--- src/rtl/strobe_sample_driver_pkg.sv ---
// Shared definitions for the strobe sample driver: state encoding, source modes
// and the LFSR polynomial used by the sample generator.
package strobe_sample_driver_pkg;

    localparam int DATA_W_DEF = 8;

    typedef enum logic [1:0] {
        ST_IDLE      = 2'b00,
        ST_ISSUE     = 2'b01,
        ST_WAIT_DONE = 2'b10,
        ST_CAPTURE   = 2'b11
    } state_t;

    localparam logic [1:0] MODE_CONST     = 2'b00;
    localparam logic [1:0] MODE_RAMP      = 2'b01;
    localparam logic [1:0] MODE_LFSR      = 2'b10;
    localparam logic [1:0] MODE_CONST_ALT = 2'b11;

    localparam logic [7:0] LFSR_SEED = 8'h01;
    // x^8+x^6+x^5+x^4+1 expressed as taps on bits 7,5,4,3
    localparam logic [7:0] LFSR_TAPS = 8'hB8;

    function automatic logic [7:0] lfsr_next(input logic [7:0] cur);
        return {cur[6:0], ^(cur & LFSR_TAPS)};
    endfunction

endpackage

--- src/rtl/strobe_sample_driver_if.sv ---
// Strobe/done handshake between the sample driver (master) and the filter (slave).
interface strobe_sample_driver_if #(
    parameter int DATA_W = 8
) ();

    logic [DATA_W-1:0] data_o;
    logic              strobe_o;
    logic              done_i;
    logic [DATA_W-1:0] result_i;

    modport master (
        output data_o,
        output strobe_o,
        input  done_i,
        input  result_i
    );

    modport slave (
        input  data_o,
        input  strobe_o,
        output done_i,
        output result_i
    );

endinterface

--- src/rtl/strobe_sample_driver_sample_gen.sv ---
// Sample sources for the driver: constant, ramp and LFSR. Only the generator
// selected by mode advances, and only when advance is pulsed.
module strobe_sample_driver_sample_gen
    import strobe_sample_driver_pkg::*;
#(
    parameter int DATA_W = DATA_W_DEF
) (
    input  logic              clk,
    input  logic              reset,
    input  logic [1:0]        mode,
    input  logic [DATA_W-1:0] const_val,
    input  logic              advance,
    output logic [DATA_W-1:0] sample
);

    logic [DATA_W-1:0] ramp_r;
    logic [7:0]        lfsr_r;
    logic [DATA_W-1:0] lfsr_ext_s;

    assign lfsr_ext_s = DATA_W'(lfsr_r);

    // Ramp generator: steps by one after each sample it supplied.
    always_ff @(posedge clk or posedge reset) begin
        if (reset) begin
            ramp_r <= {DATA_W{1'b0}};
        end else if (advance && (mode == MODE_RAMP)) begin
            ramp_r <= ramp_r + {{(DATA_W-1){1'b0}}, 1'b1};
        end else begin
            ramp_r <= ramp_r;
        end
    end

    // LFSR generator: seeded non-zero, so the sequence never locks up at 0.
    always_ff @(posedge clk or posedge reset) begin
        if (reset) begin
            lfsr_r <= LFSR_SEED;
        end else if (advance && (mode == MODE_LFSR)) begin
            lfsr_r <= lfsr_next(lfsr_r);
        end else begin
            lfsr_r <= lfsr_r;
        end
    end

    // Source mux; both constant encodings select const_val.
    always_comb begin
        sample = const_val;
        case (mode)
            MODE_RAMP:      sample = ramp_r;
            MODE_LFSR:      sample = lfsr_ext_s;
            MODE_CONST:     sample = const_val;
            MODE_CONST_ALT: sample = const_val;
            default:        sample = const_val;
        endcase
    end

endmodule

--- src/rtl/strobe_sample_driver.sv ---
// Stimulus source and result collector for the strobe-handshaked sample filter:
// issues samples at a programmable period, waits for done, captures the result.
module strobe_sample_driver
    import strobe_sample_driver_pkg::*;
#(
    parameter int DATA_W  = DATA_W_DEF,
    parameter int DIV_W   = 8,
    parameter int TIMEOUT = 15
) (
    input  logic                  clk,
    input  logic                  reset,
    input  logic                  enable_i,
    input  logic [1:0]            mode_i,
    input  logic [DATA_W-1:0]     const_i,
    input  logic [DIV_W-1:0]      period_i,
    strobe_sample_driver_if.master filt,
    output logic [DATA_W-1:0]     result_o,
    output logic                  result_valid_o,
    output logic                  busy_o,
    output logic                  timeout_o,
    output logic [7:0]            sample_count_o
);

    localparam int WAIT_W = $clog2(TIMEOUT + 1);

    state_t              state_r;
    state_t              state_s;
    logic [DIV_W-1:0]    period_cnt_r;
    logic [DIV_W-1:0]    period_cnt_s;
    logic [DIV_W:0]      period_inc_s;
    logic [DIV_W-1:0]    period_eff_s;
    logic [WAIT_W-1:0]   wait_cnt_r;
    logic [WAIT_W-1:0]   wait_cnt_s;
    logic [WAIT_W-1:0]   wait_inc_s;
    logic                issue_s;
    logic                capture_s;
    logic                abort_s;
    logic [DATA_W-1:0]   sample_s;
    logic [DATA_W-1:0]   data_r;
    logic                strobe_r;
    logic                busy_r;
    logic [DATA_W-1:0]   result_r;
    logic                valid_r;
    logic                timeout_r;
    logic [7:0]          count_r;

    strobe_sample_driver_sample_gen #(
        .DATA_W (DATA_W)
    ) u_sample_gen (
        .clk       (clk),
        .reset     (reset),
        .mode      (mode_i),
        .const_val (const_i),
        .advance   (issue_s),
        .sample    (sample_s)
    );

    assign period_eff_s = (period_i == {DIV_W{1'b0}}) ? {{(DIV_W-1){1'b0}}, 1'b1} : period_i;
    assign period_inc_s = {1'b0, period_cnt_r} + {{DIV_W{1'b0}}, 1'b1};
    assign wait_inc_s   = wait_cnt_r + {{(WAIT_W-1){1'b0}}, 1'b1};

    // Next-state logic; issue/capture/abort flag the transitions the datapath acts on.
    always_comb begin
        state_s      = state_r;
        period_cnt_s = period_cnt_r;
        wait_cnt_s   = wait_cnt_r;
        issue_s      = 1'b0;
        capture_s    = 1'b0;
        abort_s      = 1'b0;
        case (state_r)
            ST_IDLE: begin
                if (!enable_i) begin
                    period_cnt_s = {DIV_W{1'b0}};
                end else if (period_inc_s == {1'b0, period_eff_s}) begin
                    period_cnt_s = {DIV_W{1'b0}};
                    state_s      = ST_ISSUE;
                    issue_s      = 1'b1;
                end else begin
                    period_cnt_s = period_inc_s[DIV_W-1:0];
                end
            end
            ST_ISSUE: begin
                state_s    = ST_WAIT_DONE;
                wait_cnt_s = {WAIT_W{1'b0}};
            end
            ST_WAIT_DONE: begin
                // done on the threshold cycle still counts as a completion
                if (filt.done_i) begin
                    state_s = ST_CAPTURE;
                end else if (wait_inc_s == WAIT_W'(TIMEOUT)) begin
                    state_s    = ST_IDLE;
                    wait_cnt_s = {WAIT_W{1'b0}};
                    abort_s    = 1'b1;
                end else begin
                    wait_cnt_s = wait_inc_s;
                end
            end
            ST_CAPTURE: begin
                state_s   = ST_IDLE;
                capture_s = 1'b1;
            end
            default: begin
                state_s      = ST_IDLE;
                period_cnt_s = {DIV_W{1'b0}};
                wait_cnt_s   = {WAIT_W{1'b0}};
            end
        endcase
    end

    // State and counter registers.
    always_ff @(posedge clk or posedge reset) begin
        if (reset) begin
            state_r      <= ST_IDLE;
            period_cnt_r <= {DIV_W{1'b0}};
            wait_cnt_r   <= {WAIT_W{1'b0}};
        end else begin
            state_r      <= state_s;
            period_cnt_r <= period_cnt_s;
            wait_cnt_r   <= wait_cnt_s;
        end
    end

    // Handshake outputs: the sample is loaded on ISSUE entry and held until the next ISSUE.
    always_ff @(posedge clk or posedge reset) begin
        if (reset) begin
            data_r   <= {DATA_W{1'b0}};
            strobe_r <= 1'b0;
            busy_r   <= 1'b0;
        end else begin
            data_r   <= issue_s ? sample_s : data_r;
            strobe_r <= (state_s == ST_ISSUE);
            busy_r   <= (state_s != ST_IDLE);
        end
    end

    // Result capture, transaction count and sticky timeout.
    always_ff @(posedge clk or posedge reset) begin
        if (reset) begin
            result_r  <= {DATA_W{1'b0}};
            valid_r   <= 1'b0;
            count_r   <= 8'h00;
            timeout_r <= 1'b0;
        end else begin
            valid_r   <= capture_s;
            result_r  <= capture_s ? filt.result_i : result_r;
            count_r   <= capture_s ? (count_r + 8'h01) : count_r;
            timeout_r <= timeout_r | abort_s;
        end
    end

    assign filt.data_o    = data_r;
    assign filt.strobe_o  = strobe_r;
    assign result_o       = result_r;
    assign result_valid_o = valid_r;
    assign busy_o         = busy_r;
    assign timeout_o      = timeout_r;
    assign sample_count_o = count_r;

endmodule

--- src/flat_wrapper.sv ---
// flat-port wrapper written by rule: the top's interface ports become plain ports
module strobe_sample_driver_flat import strobe_sample_driver_pkg::*;
#(
    parameter int DATA_W  = DATA_W_DEF,
    parameter int DIV_W   = 8,
    parameter int TIMEOUT = 15
)
  (clk, reset, enable_i, mode_i, const_i, period_i, result_o, result_valid_o, busy_o, timeout_o, sample_count_o, filt_data_o, filt_strobe_o, filt_done_i, filt_result_i);
  strobe_sample_driver_if #(.DATA_W(DATA_W)) filt_i ();
  input  logic clk;
  input  logic reset;
  input  logic enable_i;
  input  logic [1:0] mode_i;
  input  logic [DATA_W-1:0] const_i;
  input  logic [DIV_W-1:0] period_i;
  output logic [DATA_W-1:0] result_o;
  output logic result_valid_o;
  output logic busy_o;
  output logic timeout_o;
  output logic [7:0] sample_count_o;
  output wire logic [$bits(filt_i.data_o)-1:0] filt_data_o;
  output wire logic [$bits(filt_i.strobe_o)-1:0] filt_strobe_o;
  input wire logic [$bits(filt_i.done_i)-1:0] filt_done_i;
  input wire logic [$bits(filt_i.result_i)-1:0] filt_result_i;
  assign filt_data_o = filt_i.data_o;
  assign filt_strobe_o = filt_i.strobe_o;
  assign filt_i.done_i = filt_done_i;
  assign filt_i.result_i = filt_result_i;
  strobe_sample_driver #(.DATA_W(DATA_W), .DIV_W(DIV_W), .TIMEOUT(TIMEOUT)) u_core (.clk(clk), .reset(reset), .enable_i(enable_i), .mode_i(mode_i), .const_i(const_i), .period_i(period_i), .filt(filt_i), .result_o(result_o), .result_valid_o(result_valid_o), .busy_o(busy_o), .timeout_o(timeout_o), .sample_count_o(sample_count_o));
endmodule
--- config.mk ---
export PLATFORM = sky130hd
export DESIGN_NAME = strobe_sample_driver_flat
export DESIGN_NICKNAME = d
export VERILOG_FILES = /design/src/rtl/strobe_sample_driver_pkg.sv /design/src/rtl/strobe_sample_driver_if.sv /design/src/rtl/strobe_sample_driver_sample_gen.sv /design/src/rtl/strobe_sample_driver.sv /design/src/flat_wrapper.sv
export SDC_FILE = /design/constraint.sdc
export NUM_CORES = 1
export LEC_CHECK = 0
export ABC_AREA = 1
export CAP_MARGIN = 40
export CORE_UTILIZATION = 30
export CTS_CLUSTER_SIZE = 24
export DETAILED_ROUTE_END_ITERATION = 8
export PLACE_DENSITY = 0.6
export SYNTH_ARGS = -nofsm -noshare
export SYNTH_HDL_FRONTEND = slang
export SYNTH_SLANG_ARGS = --single-unit
export TNS_END_PERCENT = 10
--- constraint.sdc ---
create_clock -name clk -period 2.1 [get_ports clk]
set_input_delay 0.315 -clock clk [delete_from_list [all_inputs] [get_ports clk]]
set_output_delay 0.315 -clock clk [all_outputs]
set_load 0.005 [all_outputs]
## Word-level counts from Yosys, hierarchy flattened

Cells that the tools add are included.

| word-level totals | value |
|---|---|
| register bits | 58 |
| input bits | 30 |
| output and inout bits | 28 |
| word-level logic and storage cells | 56 |

| operators by class | value |
|---|---|
| add/subtract/negate cells | 4 |
| equality and inequality tests | 10 |
| multiplexer cells | 19 |
| bitwise logic cells | 1 |
| reductions and logical operators | 10 |

Operators by type and width:

| cell | number |
|---|---|
| $mux W8 | 3 |
| $pmux W8 S3 | 1 |
| $add A8 B1 Y8 const B | 2 |
| $add A8 B1 Y9 const B | 1 |
| $eq A9 B8 Y1 | 1 |
| $eq A2 B2 Y1 const B | 4 |
| $logic_not A8 Y1 | 1 |
| $mux W2 | 4 |
| $mux W4 | 2 |
| $pmux W2 S4 | 1 |
| $pmux W4 S2 | 1 |
| $reduce_xor A8 Y1 | 1 |
| $mux W1 | 7 |
| $eq A2 B1 Y1 const B | 3 |
| $add A4 B1 Y4 const B | 1 |
| $eq A4 B4 Y1 const B | 1 |
| $logic_not A2 Y1 | 2 |
| $reduce_bool A2 Y1 | 2 |
| $logic_and A1 B1 Y1 | 2 |
| $ne A2 B2 Y1 const B | 1 |
| $reduce_and A2 Y1 | 1 |
| $reduce_or A2 Y1 | 1 |
| $or A1 B1 Y1 | 1 |

## Longest topological paths before layout

Gate-level depths: netlist of run 1.

| logic depth | value |
|---|---|
| word-level depth | 7 |
| mapped depth | 15 |
| depth with buffers taken out | 14 |

## Cells and area by module

Synthesis of run 1 repeated with hierarchy kept, for this count alone.

| unflattened totals | value |
|---|---|
| cells, all modules | 398 |
| area total of the unflattened synthesis | 3155.5 sq um |

Modules (own cells, without submodules):

| module | instances | cells each | area each (sq um) | sequential area each (sq um) |
|---|---|---|---|---|
| strobe_sample_driver | 1 | 278 | 2197.1 | 1051.0 |
| strobe_sample_driver_sample_gen | 1 | 120 | 958.4 | 401.6 |

## Worst setup path before layout of run 1

No wires, ideal clock.

| timing path | value |
|---|---|
| path type | reg-to-reg |
| from | register u_core.period_cnt_r[0] |
| to | register u_core.u_sample_gen.lfsr_r[7], in the netlist u_core.u_sample_gen.lfsr_ext_s[7] |
| library setup time | 0.117 ns |
| data arrival time | 1.775 ns |
| data required time | 1.983 ns |
| path slack | 0.208 ns |
| cell stages (with the launch flop) | 15 |
| buffers on the path | 1 |
| period minus slack after synthesis | 1.892 ns |
| path through | dfrtp_1 -> ha_1 -> nand2_1 -> nor2_2 -> nand2_1 -> nand2_1 -> nand3_1 -> nand2_1 -> nor2_4 -> inv_2 -> nor2_4 -> nand3_4 -> buf_6 -> nand2_2 -> o21ai_2 |

| between the ends | value |
|---|---|
| cells in the longest elaborated chain, start to end | 6 |

Ends and longest elaborated chain:

| item | line | RTL |
|---|---|---|
| start, declared | strobe_sample_driver.sv:28 | `logic [DIV_W-1:0] period_cnt_r;` |
| start signal, assigned | strobe_sample_driver.sv:114 | `period_cnt_r <= {DIV_W{1'b0}};` |
| start signal, assigned | strobe_sample_driver.sv:118 | `period_cnt_r <= period_cnt_s;` |
| $add A8 B1 Y9 | strobe_sample_driver.sv:59 | `assign period_inc_s = {1'b0, period_cnt_r} + {{DIV_W{1'b0}}, 1'b1};` |
| $eq A9 B8 Y1 | strobe_sample_driver.sv:74 | `end else if (period_inc_s == {1'b0, period_eff_s}) begin` |
| $mux W1 | strobe_sample_driver.sv:74 |  |
| $mux W1 | strobe_sample_driver.sv:72 | `if (!enable_i) begin` |
| $mux W1 | strobe_sample_driver.sv:70 | `case (state_r)` |
| $logic_and A1 B1 Y1 | strobe_sample_driver_sample_gen.sv:37 | `end else if (advance && (mode == MODE_LFSR)) begin` |
| end signal, assigned | strobe_sample_driver_sample_gen.sv:38 | `lfsr_r <= lfsr_next(lfsr_r);` |
| end signal, assigned | strobe_sample_driver_sample_gen.sv:40 | `lfsr_r <= lfsr_r;` |
| end, declared | strobe_sample_driver_sample_gen.sv:17 | `logic [7:0] lfsr_r;` |

No other way between the ends.
A chain may end at the register's enable or synchronous reset.

## Worst setup path in the final report of run 1

| timing path | value |
|---|---|
| from | register u_core.period_cnt_r[1] |
| to | register u_core.u_sample_gen.lfsr_r[6], in the netlist u_core.u_sample_gen.lfsr_ext_s[6] |

Same word-level chain as after synthesis.

==> impl_metrics.json, run 1 <==
{
  "dpl.cell_count": 590,
  "syn_nets": 427,
  "clk_pin_slew_ns": 0.08,
  "yosysUniqueCellTypes": 35,
  "core-area_sq_um": 10300,
  "cts-root-buf": "clkbuf_8",
  "num_io_pins": 58,
  "synth_async_sr_flop_share_pct": 100,
  "area_growth_pct": 38.2,
  "synth_edf_count": 0,
  "grt_overflow": 0,
  "setup_tns_ns": 0,
  "first_global_vias": 2795,
  "port_buffers": 57,
  "die_area_sq_um": 11100,
  "rr_endpoint": "u_core.u_sample_gen.lfsr_ext_s[6]",
  "r2r_slack_ns": 0.07,
  "setup_viol": 0,
  "die_y_um": 105,
  "wl_per_cell_um": 12.1,
  "htree_levels": 3,
  "syn_avg_cell_area_sq_um": 8.21,
  "viasPerCell": 4.53,
  "timing.fmax_ghz": 0.494,
  "num-fill-cells": 987,
  "clk_latency_ns": 0.34,
  "grt_use_total_pct": 14.4,
  "rr_startpoint": "u_core.period_cnt_r[1]",
  "ys.flop_type": "dfrtp_1",
  "die_w_um": 105,
  "drc_errors": 0,
  "hold_buffers": 0,
  "fp-row-count": 37,
  "hp-class": "in -> async",
  "ant_nets": 0,
  "crit_fanout": 8,
  "synth_top_area_share_pct": 44.6,
  "vias": 2761,
  "synth_commonest_cells": "nand2_1 (121), dfrtp_1 (57), inv_1 (51)",
  "worstMarginPinSlew_ns": 0.509,
  "rsz0062_at_grt": "true",
  "synthCells": 389,
  "worstRegToRegCells": 15,
  "grt_pass1_wl_um": 12600,
  "ys_top_cells_by_area": "dfrtp_1 (45%), nand2_1 (14%), inv_1 (6.0%)",
  "initial_core_util_pct": 31.0,
  "ir_drop_v": 0.000392,
  "grt_max_degree": 59,
  "cts_num_sinks": 58,
  "power_density_nw_per_um2": 927,
  "criticalPathCategory": "reg -> reg",
  "arrival_ns": 2.25,
  "start_kind": "flop",
  "worst_setup_path_end_kind": "flop",
  "wirelength_um": 7380,
  "final_max_slew_viol_count": 0,
  "synth_area_sq_um": 3200,
  "yosysMostFrequentCell": "nand2_1",
  "status": "complete, no violations",
  "cts_tree": "yes",
  "crit_required_ns": 2.32,
  "antenna_cells": 0,
  "drtPass1Iterations": 4,
  "synth-warning-count": 0,
  "hold_viol_final": 0,
  "drt_first_iter_violations": 112,
  "yosys_register_bits": 58,
  "fin_skew_ns": 0.00915,
  "gp_congestion": 0.862,
  "seq_area_frac_synth_pct": 45.5,
  "final_net_count": 506,
  "cts_buffer_depth": 2,
  "cap_violations": 0,
  "netlist.top_cell.by_area": "dfrtp_1",
  "finalCritPeriodShare_pct": 96.4,
  "power.leakage_nw": 2.01,
  "cts_buffers": 9,
  "drive_gt1_share_pct": 17.5,
  "relSlewSlack_pct": 66.1,
  "dp_hpwl_um": 5370,
  "layout_min_cycle_time_ns": 2.03,
  "final_cell_count_no_fill": 609,
  "antenna_found_initial": 0
}
-- kinds of logic (layout without fill, tap and decap cells) --
group,after synthesis,in the layout,share of synthesized area (%)
DFF,58,58,45.5
AOI/OAI and AO/OA,39,39,7.63
and+or+nand+nor,198,199,28.9
xor gates and xnor gates,17,17,4.66
adders and majority gates,8,8,3.13
buffers and inverters,61,144,7.67
muxes,8,8,2.51
-- per-layer routing --
layer  part of all wire [%]  GRT usage [%]  vias up  wire length (um)
met5                      0              0        -                 0
met4                    1.5           4.93        0               108
met3                    4.9           3.93       11               361
met2                     48           24.2       73              3510
met1                     46           17.6     1283              3400
li1                       -              -     1394                 -
-- flip-flops by register name, summed over array words and instances (netlist names) --
name,cells
u_core.filt.strobe_o,1
u_core.state_r,2
u_core.busy_o,1
u_core.result_o,8
u_core.period_cnt_r,8
u_core.u_sample_gen.lfsr_ext_s,8
u_core.u_sample_gen.ramp_r,8
u_core.timeout_o,1
u_core.filt.data_o,8
u_core.sample_count_o,8
u_core.wait_cnt_r,4
u_core.result_valid_o,1
-- critical path, cell delays in order (launching register included) --
cell and delay [ns]:
dfrtp_1 0.41, ha_4 0.20, nand2_4 0.07, nor2_4 0.12
nand2_2 0.07, nand2_2 0.10, nand2_2 0.05, nand2_2 0.07
inv_2 0.04, nor2_2 0.12, nand3_2 0.10, nor2_4 0.15
buf_12 0.13, nand3_4 0.13, nand2_1 0.11, o21ai_2 0.05
-- area by class of cell --
cell class	count	area, sq um	area share (%)
Clock buffer	9	124	2.80
Timing Repair Buffer	74	743	16.8
Tap cell	136	170	3.85
Multi-Input combinational cell	271	1600	36.2
Inverter	54	203	4.59
Clock inverter	7	125	2.83
Sequential cell	58	1450	32.9
-- cell usage in the layout, fill, tap and decap left out, drive strengths merged, types with 9 or more instances in the layout --
cell type      Yosys  final
nand2            126    126
clkdlybuf4s50      0     57
dfrtp             57     57
inv               53     55
nand3             37     38
o21ai             29     29
nor2              22     22
buf                4     17
xor2               9      9
clkbuf             3      9
-- per-stage QoR --
| step | total power, mW | utilization, % | cell area (sq um) | worst slack [ns] | hold slack, ns |
|---|---|---|---|---|---|
| after global placement | 2.73 | 39.0 | 4030 | -0.00682 | 0.463 |
| after CTS | 4.08 | 41.5 | 4280 | -0.0232 | 0.352 |
| after floorplan | 2.17 | - | 3200 | 0.208 | 0.425 |
| after detailed placement | 2.76 | 39.0 | 4030 | -0.0402 | 0.466 |
| after global routing | 4.38 | 42.8 | 4420 | -0.0685 | 0.368 |
| final | 4.10 | 42.8 | 4420 | 0.0749 | 0.352 |
-- worst max path at each step --
stage	slack [ns]	startpoint	depth (start not counted)	end
2_1_floorplan	0.21	u_core.period_cnt_r[0]	14	u_core.u_sample_gen.lfsr_ext_s[7]
3_3_place_gp	-0.007	period_i[7]	12	u_core.u_sample_gen.ramp_r[5]
3_5_place_dp	-0.04	period_i[7]	12	u_core.u_sample_gen.ramp_r[5]
4_1_cts	-0.02	u_core.period_cnt_r[0]	13	u_core.u_sample_gen.lfsr_ext_s[5]
5_1_grt	-0.07	u_core.period_cnt_r[1]	16	u_core.u_sample_gen.ramp_r[2]
6_report	0.07	u_core.period_cnt_r[1]	15	u_core.u_sample_gen.lfsr_ext_s[6]
-- timing repair --
action | 4_1_cts | 5_1_grt
endpoints found under the setup margin | 7 | 31
gates cloned | 0 | 1
pin swaps | 1 | 17
endpoints found under the hold margin | 0 | 0
setup buffers | 0 | 2
gates resized for setup | 0 | 26
-- report_power, final --
group | leakage, nW | internal [mW] | total, mW | switching [mW]
combinational | 1.13 | 0.637 | 1.27 | 0.632
sequential | 0.761 | 1.34 | 1.53 | 0.186
clock | 0.124 | 0.800 | 1.30 | 0.496
total | 2.01 | 2.78 | 4.10 | 1.31
No activity file was read; power rests on OpenSTA's default activity.
==> run 2: changes to the inputs <==
Settings changed: DONT_BUFFER_PORTS set to 1, PLACE_DENSITY 0.6 to 0.53.
==> run 2 against run 1 <==
Against the previous run:
- global-route usage fell by 0.32 points
- count of clock-buffer cells in the layout rose by 2
- first-iteration DRC count rose by 6.3%
- clock skew rose by 0.0013 ns
- die area did not move
- maximum frequency rose by 0.56%
- register-to-register slack barely moved
- clock power fell by 14%
- setup slack improved by 0.011 ns
- flip-flop and latch count did not move
- critical path type unchanged
==> impl_metrics.json, run 2 (synthesis gave the netlist of run 1 again) <==
{
  "status": "complete, no violations",
  "worstPathCellList": "ha_4 > xnor2_1 > nand2_1 > nor2_1 > nand2_1 > nor2_4 > nand4_4 > buf_4 > nand2_1 > o21ai_1",
  "antenna_found_initial": 0,
  "htree_levels": 3,
  "path_buf_inv": 1,
  "slowest_delay_ns": 0.45,
  "final_max_slew_viol_count": 0,
  "cts_buffer_depth": 2,
  "power.leakage_nw": 1.76,
  "timing.fmax_ghz": 0.497,
  "setup_viol": 0,
  "use_met3_pct": 5.86,
  "cts_num_sinks": 58,
  "num-fill-cells": 1064,
  "power_mw": 3.62,
  "worst_slack_ns": 0.0861,
  "dp_hpwl_um": 5410,
  "design_area_sq_um": 3740,
  "wirelength_um": 7400,
  "worstMarginPinSlew_ns": 0.519,
  "fin_skew_ns": 0.0104,
  "die_w_um": 105,
  "ant_nets": 0,
  "vias": 2527,
  "layout_min_cycle_time_ns": 2.01,
  "met2_usage_pct": 22.7,
  "cp_common_cell": "nand2_1",
  "cts-root-buf": "clkbuf_8",
  "ir_drop_v": 0.000328,
  "grt-busiest-layer": "met2",
  "power_density_nw_per_um2": 967,
  "die_y_um": 105,
  "area_growth_pct": 17.1,
  "antenna_cells": 0,
  "crit_family": "simple AND/OR/NAND/NOR gates",
  "cap_violations": 0,
  "dpl_cell_area_sq_um": 3390,
  "fp-row-count": 37,
  "hold_viol_final": 0,
  "mostFrequentLayoutCells": "nand2_1 (116), dfrtp_1 (55), inv_1 (50), nand3_1 (32), o21ai_0 (13)",
  "initial_core_util_pct": 31.0,
  "drive_gt1_share_pct": 17.4,
  "start_kind": "flop",
  "drc_errors": 0,
  "drt_first_iter_violations": 119,
  "arrival_ns": 2.24,
  "core-area_sq_um": 10300,
  "cts_tree": "yes",
  "clk_pin_slew_ns": 0.07,
  "rsz0062_at_grt": "true",
  "grt_overflow": 0,
  "crit_required_ns": 2.33,
  "grt_max_degree": 59,
  "clk_latency_ns": 0.34,
  "hp-class": "in -> reg",
  "cts_buffers": 9,
  "num_io_pins": 58,
  "drtPass1Iterations": 4,
  "pre_cts_ws_ns": 0.0229,
  "gr-usage-met1_pct": 16.9,
  "grt_pass1_wl_um": 12000,
  "grt_use_total_pct": 14.0,
  "gp_congestion": 0.848,
  "relSlewSlack_pct": 65.4,
  "first_global_vias": 2470,
  "wl_per_cell_um": 13.5,
  "viasPerCell": 4.60,
  "finalCritPeriodShare_pct": 95.9,
  "port_buffers": 0,
  "layout_commonest_cell": "nand2_1",
  "final_net_count": 446,
  "crit_slowest_cell": "dfrtp_2",
  "die_area_sq_um": 11100,
  "setup_tns_ns": 0,
  "post-route-util_pct": 36.2,
  "criticalPathCategory": "reg -> reg",
  "worst_setup_path_end_kind": "flop",
  "crit_fanout": 10
}
[run 2: changes by cell type in the layout (fill, tap and decap cells not counted), moves of 2 or more]
cell,previous run,this run
buf_12,3,1
nand2_1,111,116
clkbuf_1,0,2
clkinv_2,0,2
clkdlybuf4s50_1,57,0
nand2_2,14,9
inv_6,2,0
buf_4,12,10
[run 2: final cells by class]
class,instances,area [sq um],share of cell area [%]
clock buffers,11,131,3.51
clock inverters,5,78.8,2.11
inverters,54,203,5.42
multi-input cells,271,1580,42.1
flip-flops and latches,58,1460,38.9
well taps,136,170,4.55
repair buffers,14,128,3.41
[run 2: timing repair]
action / in CTS / in global routing
setup buffers: 0 / 6
gates resized for setup: 0 / 20
hold buffers: 1 / 0
setup endpoints to repair: 0 / 30
endpoints found under the hold margin: 57 / 0
[run 2: worst paths after layout]
path	slack [ns]	end	startpoint	cells after the start
worst max register to register	0.09	u_core.filt.data_o[1]	u_core.period_cnt_r[1]	10
max in group asynchronous	1.30	u_core.u_sample_gen.lfsr_ext_s[0]	reset	3
min in group asynchronous	0.49	u_core.result_o[4]	reset	3
worst min-delay path	0.08	u_core.result_o[4]	filt_result_i[4]	2
worst min register to register	0.49	u_core.u_sample_gen.lfsr_ext_s[0]	u_core.u_sample_gen.lfsr_ext_s[0]	2
worst max-delay path	0.09	u_core.filt.data_o[1]	u_core.period_cnt_r[1]	10
[run 2: metrics by stage]
stage | hold slack [ns] | instances
floorplan | 0.425 | 389
global placement | 0.292 | 525
detailed placement | 0.298 | 525
CTS | 0.0619 | 542
global route | 0.0528 | 549
finish | 0.0784 | 549
[run 2: metal layers]
metal  share of wire (%)  up-vias
met2                  48       50
met4                 1.3        0
met5                   0        -
met3                 6.0        9
met1                  45     1193
li1                    -     1275
[run 2: power breakdown]
group | switching (mW) | total (mW) | internal [mW]
Clock | 0.452 | 1.12 | 0.667
Sequential | 0.228 | 1.58 | 1.35
Combinational | 0.557 | 0.923 | 0.366
Total | 1.24 | 3.62 | 2.38
==> run 3: changes to the inputs <==
Settings changed: CORE_ASPECT_RATIO set to 0.7.
==> run 3 against run 2 <==
Against the previous run:
- sequential power hardly changed
- largest cell class unchanged
- highest routed layer unchanged
- power is 15% higher
- flip-flop and latch count stayed put
- critical path type unchanged
- clock skew is 0.0026 ns lower
- the run now ends with DRC left
- hold slack better by 0.022 ns
- largest power group is now clock
==> impl_metrics.json, run 3 (synthesis gave the netlist of run 1 again) <==
{
  "hp-class": "in -> reg",
  "vias": 2523,
  "drtPass1Iterations": 9,
  "die_area_sq_um": 11100,
  "dpl_cell_area_sq_um": 3370,
  "rr_startpoint": "u_core.period_cnt_r[1]",
  "setup_tns_ns": 0,
  "cts_buffer_depth": 2,
  "first_global_vias": 2410,
  "core-area_sq_um": 10400,
  "viasPerCell": 4.60,
  "startpoint": "u_core.period_cnt_r[1]",
  "dpl.cell_count": 521,
  "antenna_cells": 0,
  "crit_required_ns": 2.31,
  "design_area_sq_um": 3930,
  "drive_gt1_share_pct": 20.7,
  "power_mw": 4.18,
  "grt_pass1_wl_um": 12100,
  "cts-root-buf": "clkbuf_16",
  "rsz0062_at_grt": "true",
  "worstRegToRegCells": 15,
  "mostFrequentLayoutCells": "nand2_1 (109), dfrtp_1 (56), inv_1 (49), nand3_1 (30), nand2_2 (16)",
  "drc_errors": 6,
  "cap_violations": 0,
  "worstSetupEndpoint": "u_core.u_sample_gen.lfsr_ext_s[6]",
  "grt-busiest-layer": "met2",
  "ant_nets": 0,
  "grt_overflow": 0,
  "cts_buffers": 9,
  "layout_commonest_cell": "nand2_1",
  "wl_per_cell_um": 13.6,
  "grt_max_degree": 26,
  "finalCritPeriodShare_pct": 95.9,
  "layout_min_cycle_time_ns": 2.01,
  "gr-usage-met1_pct": 19.1,
  "final_max_slew_viol_count": 0,
  "clk_pin_slew_ns": 0.05,
  "port_buffers": 0,
  "die_w_um": 125,
  "num_io_pins": 58,
  "drt_first_iter_violations": 129,
  "hold_slack_ns": 0.100,
  "rr_endpoint": "u_core.u_sample_gen.lfsr_ext_s[6]",
  "grt_use_total_pct": 14.3,
  "fin_skew_ns": 0.00780,
  "fp-row-count": 31,
  "die_y_um": 88.4,
  "area_growth_pct": 23.0,
  "cts_tree": "yes",
  "use_met3_pct": 6.23,
  "hold_viol_final": 0,
  "gp_congestion": 0.759,
  "status": "finished with violations",
  "final_cell_count_no_fill": 548,
  "r2r_slack_ns": 0.09,
  "pre_cts_ws_ns": -0.0159,
  "timing.fmax_ghz": 0.496,
  "post-route-util_pct": 38.0,
  "worst_setup_path_end_kind": "flop",
  "worst_slack_ns": 0.0853,
  "relSlewSlack_pct": 65.4,
  "power.leakage_nw": 1.84,
  "ir_drop_v": 0.000539,
  "arrival_ns": 2.23,
  "initial_core_util_pct": 30.9,
  "crit_fanout": 8,
  "setup_viol": 0,
  "htree_levels": 3,
  "final_net_count": 449,
  "criticalPathCategory": "reg -> reg",
  "cts_num_sinks": 58,
  "power_density_nw_per_um2": 1060,
  "violations": "DRC",
  "worstMarginPinSlew_ns": 0.519,
  "wirelength_um": 7470,
  "clk_latency_ns": 0.33,
  "dp_hpwl_um": 5400,
  "antenna_found_initial": 0,
  "met2_usage_pct": 20.8,
  "whs_path_depth": 2,
  "start_kind": "flop"
}
-- run 3: cell count changes in the layout (fill, tap and decap cells not counted), sizes merged --
cell	before	now
clkbuf	11	12
buf	13	16
clkinvlp	0	1
clkinv	4	2
-- run 3: layout make-up --
type	instances	area (sq um)
clock buffers	12	267
clock inverters	4	72.6
fillers	1025	6420
inverters	54	203
multi-input cells	271	1620
flip-flops and latches	58	1450
well taps	132	165
repair buffers	17	150
-- run 3: how the worst min path moves through the flow --
stage                                     endpoint        startpoint  slack [ns]
after floorplan                 u_core.result_o[0]  filt_result_i[0]        0.42
after global placement    u_core.sample_count_o[7]             reset        0.26
after detailed placement  u_core.sample_count_o[7]             reset        0.27
after CTS                       u_core.result_o[4]  filt_result_i[4]        0.09
after global routing            u_core.result_o[5]  filt_result_i[5]        0.11
final                           u_core.result_o[4]  filt_result_i[4]        0.10
-- run 3: worst max-delay path, cell delays in order, from the launching register on --
cell and delay (ns):
dfrtp_1 0.41, ha_4 0.20, nand2_4 0.08, nor2_4 0.05
buf_4 0.14, nand2_2 0.06, nand2_1 0.06, nand3_1 0.08
nand2_2 0.06, nor2_4 0.15, inv_2 0.06, nor2_4 0.13
buf_4 0.14, nand3_4 0.12, nand2_1 0.11, o21ai_2 0.05
-- run 3: layer usage --
metal / up-vias / wire [um]
li1: 1288 / -
met1: 1160 / 3670
met5: - / 0
met2: 67 / 3120
met3: 8 / 605
met4: 0 / 73
-- run 3: power breakdown --
| group | leakage [nW] | internal [mW] | total (mW) | switching [mW] |
|---|---|---|---|---|
| registers | 0.761 | 1.35 | 1.57 | 0.218 |
| logic | 0.914 | 0.371 | 0.958 | 0.587 |
| clock network | 0.165 | 1.13 | 1.65 | 0.521 |
-- run 3: what timing repair did --
| action | CTS | global route |
|---|---|---|
| gates cloned | 0 | 1 |
| gates resized for setup | 0 | 32 |
| endpoints found under the setup margin | 3 | 31 |
| hold endpoints to repair | 23 | 0 |
| pin swaps | 0 | 15 |
| buffers inserted | 2 | 7 |
| hold buffers | 1 | 0 |
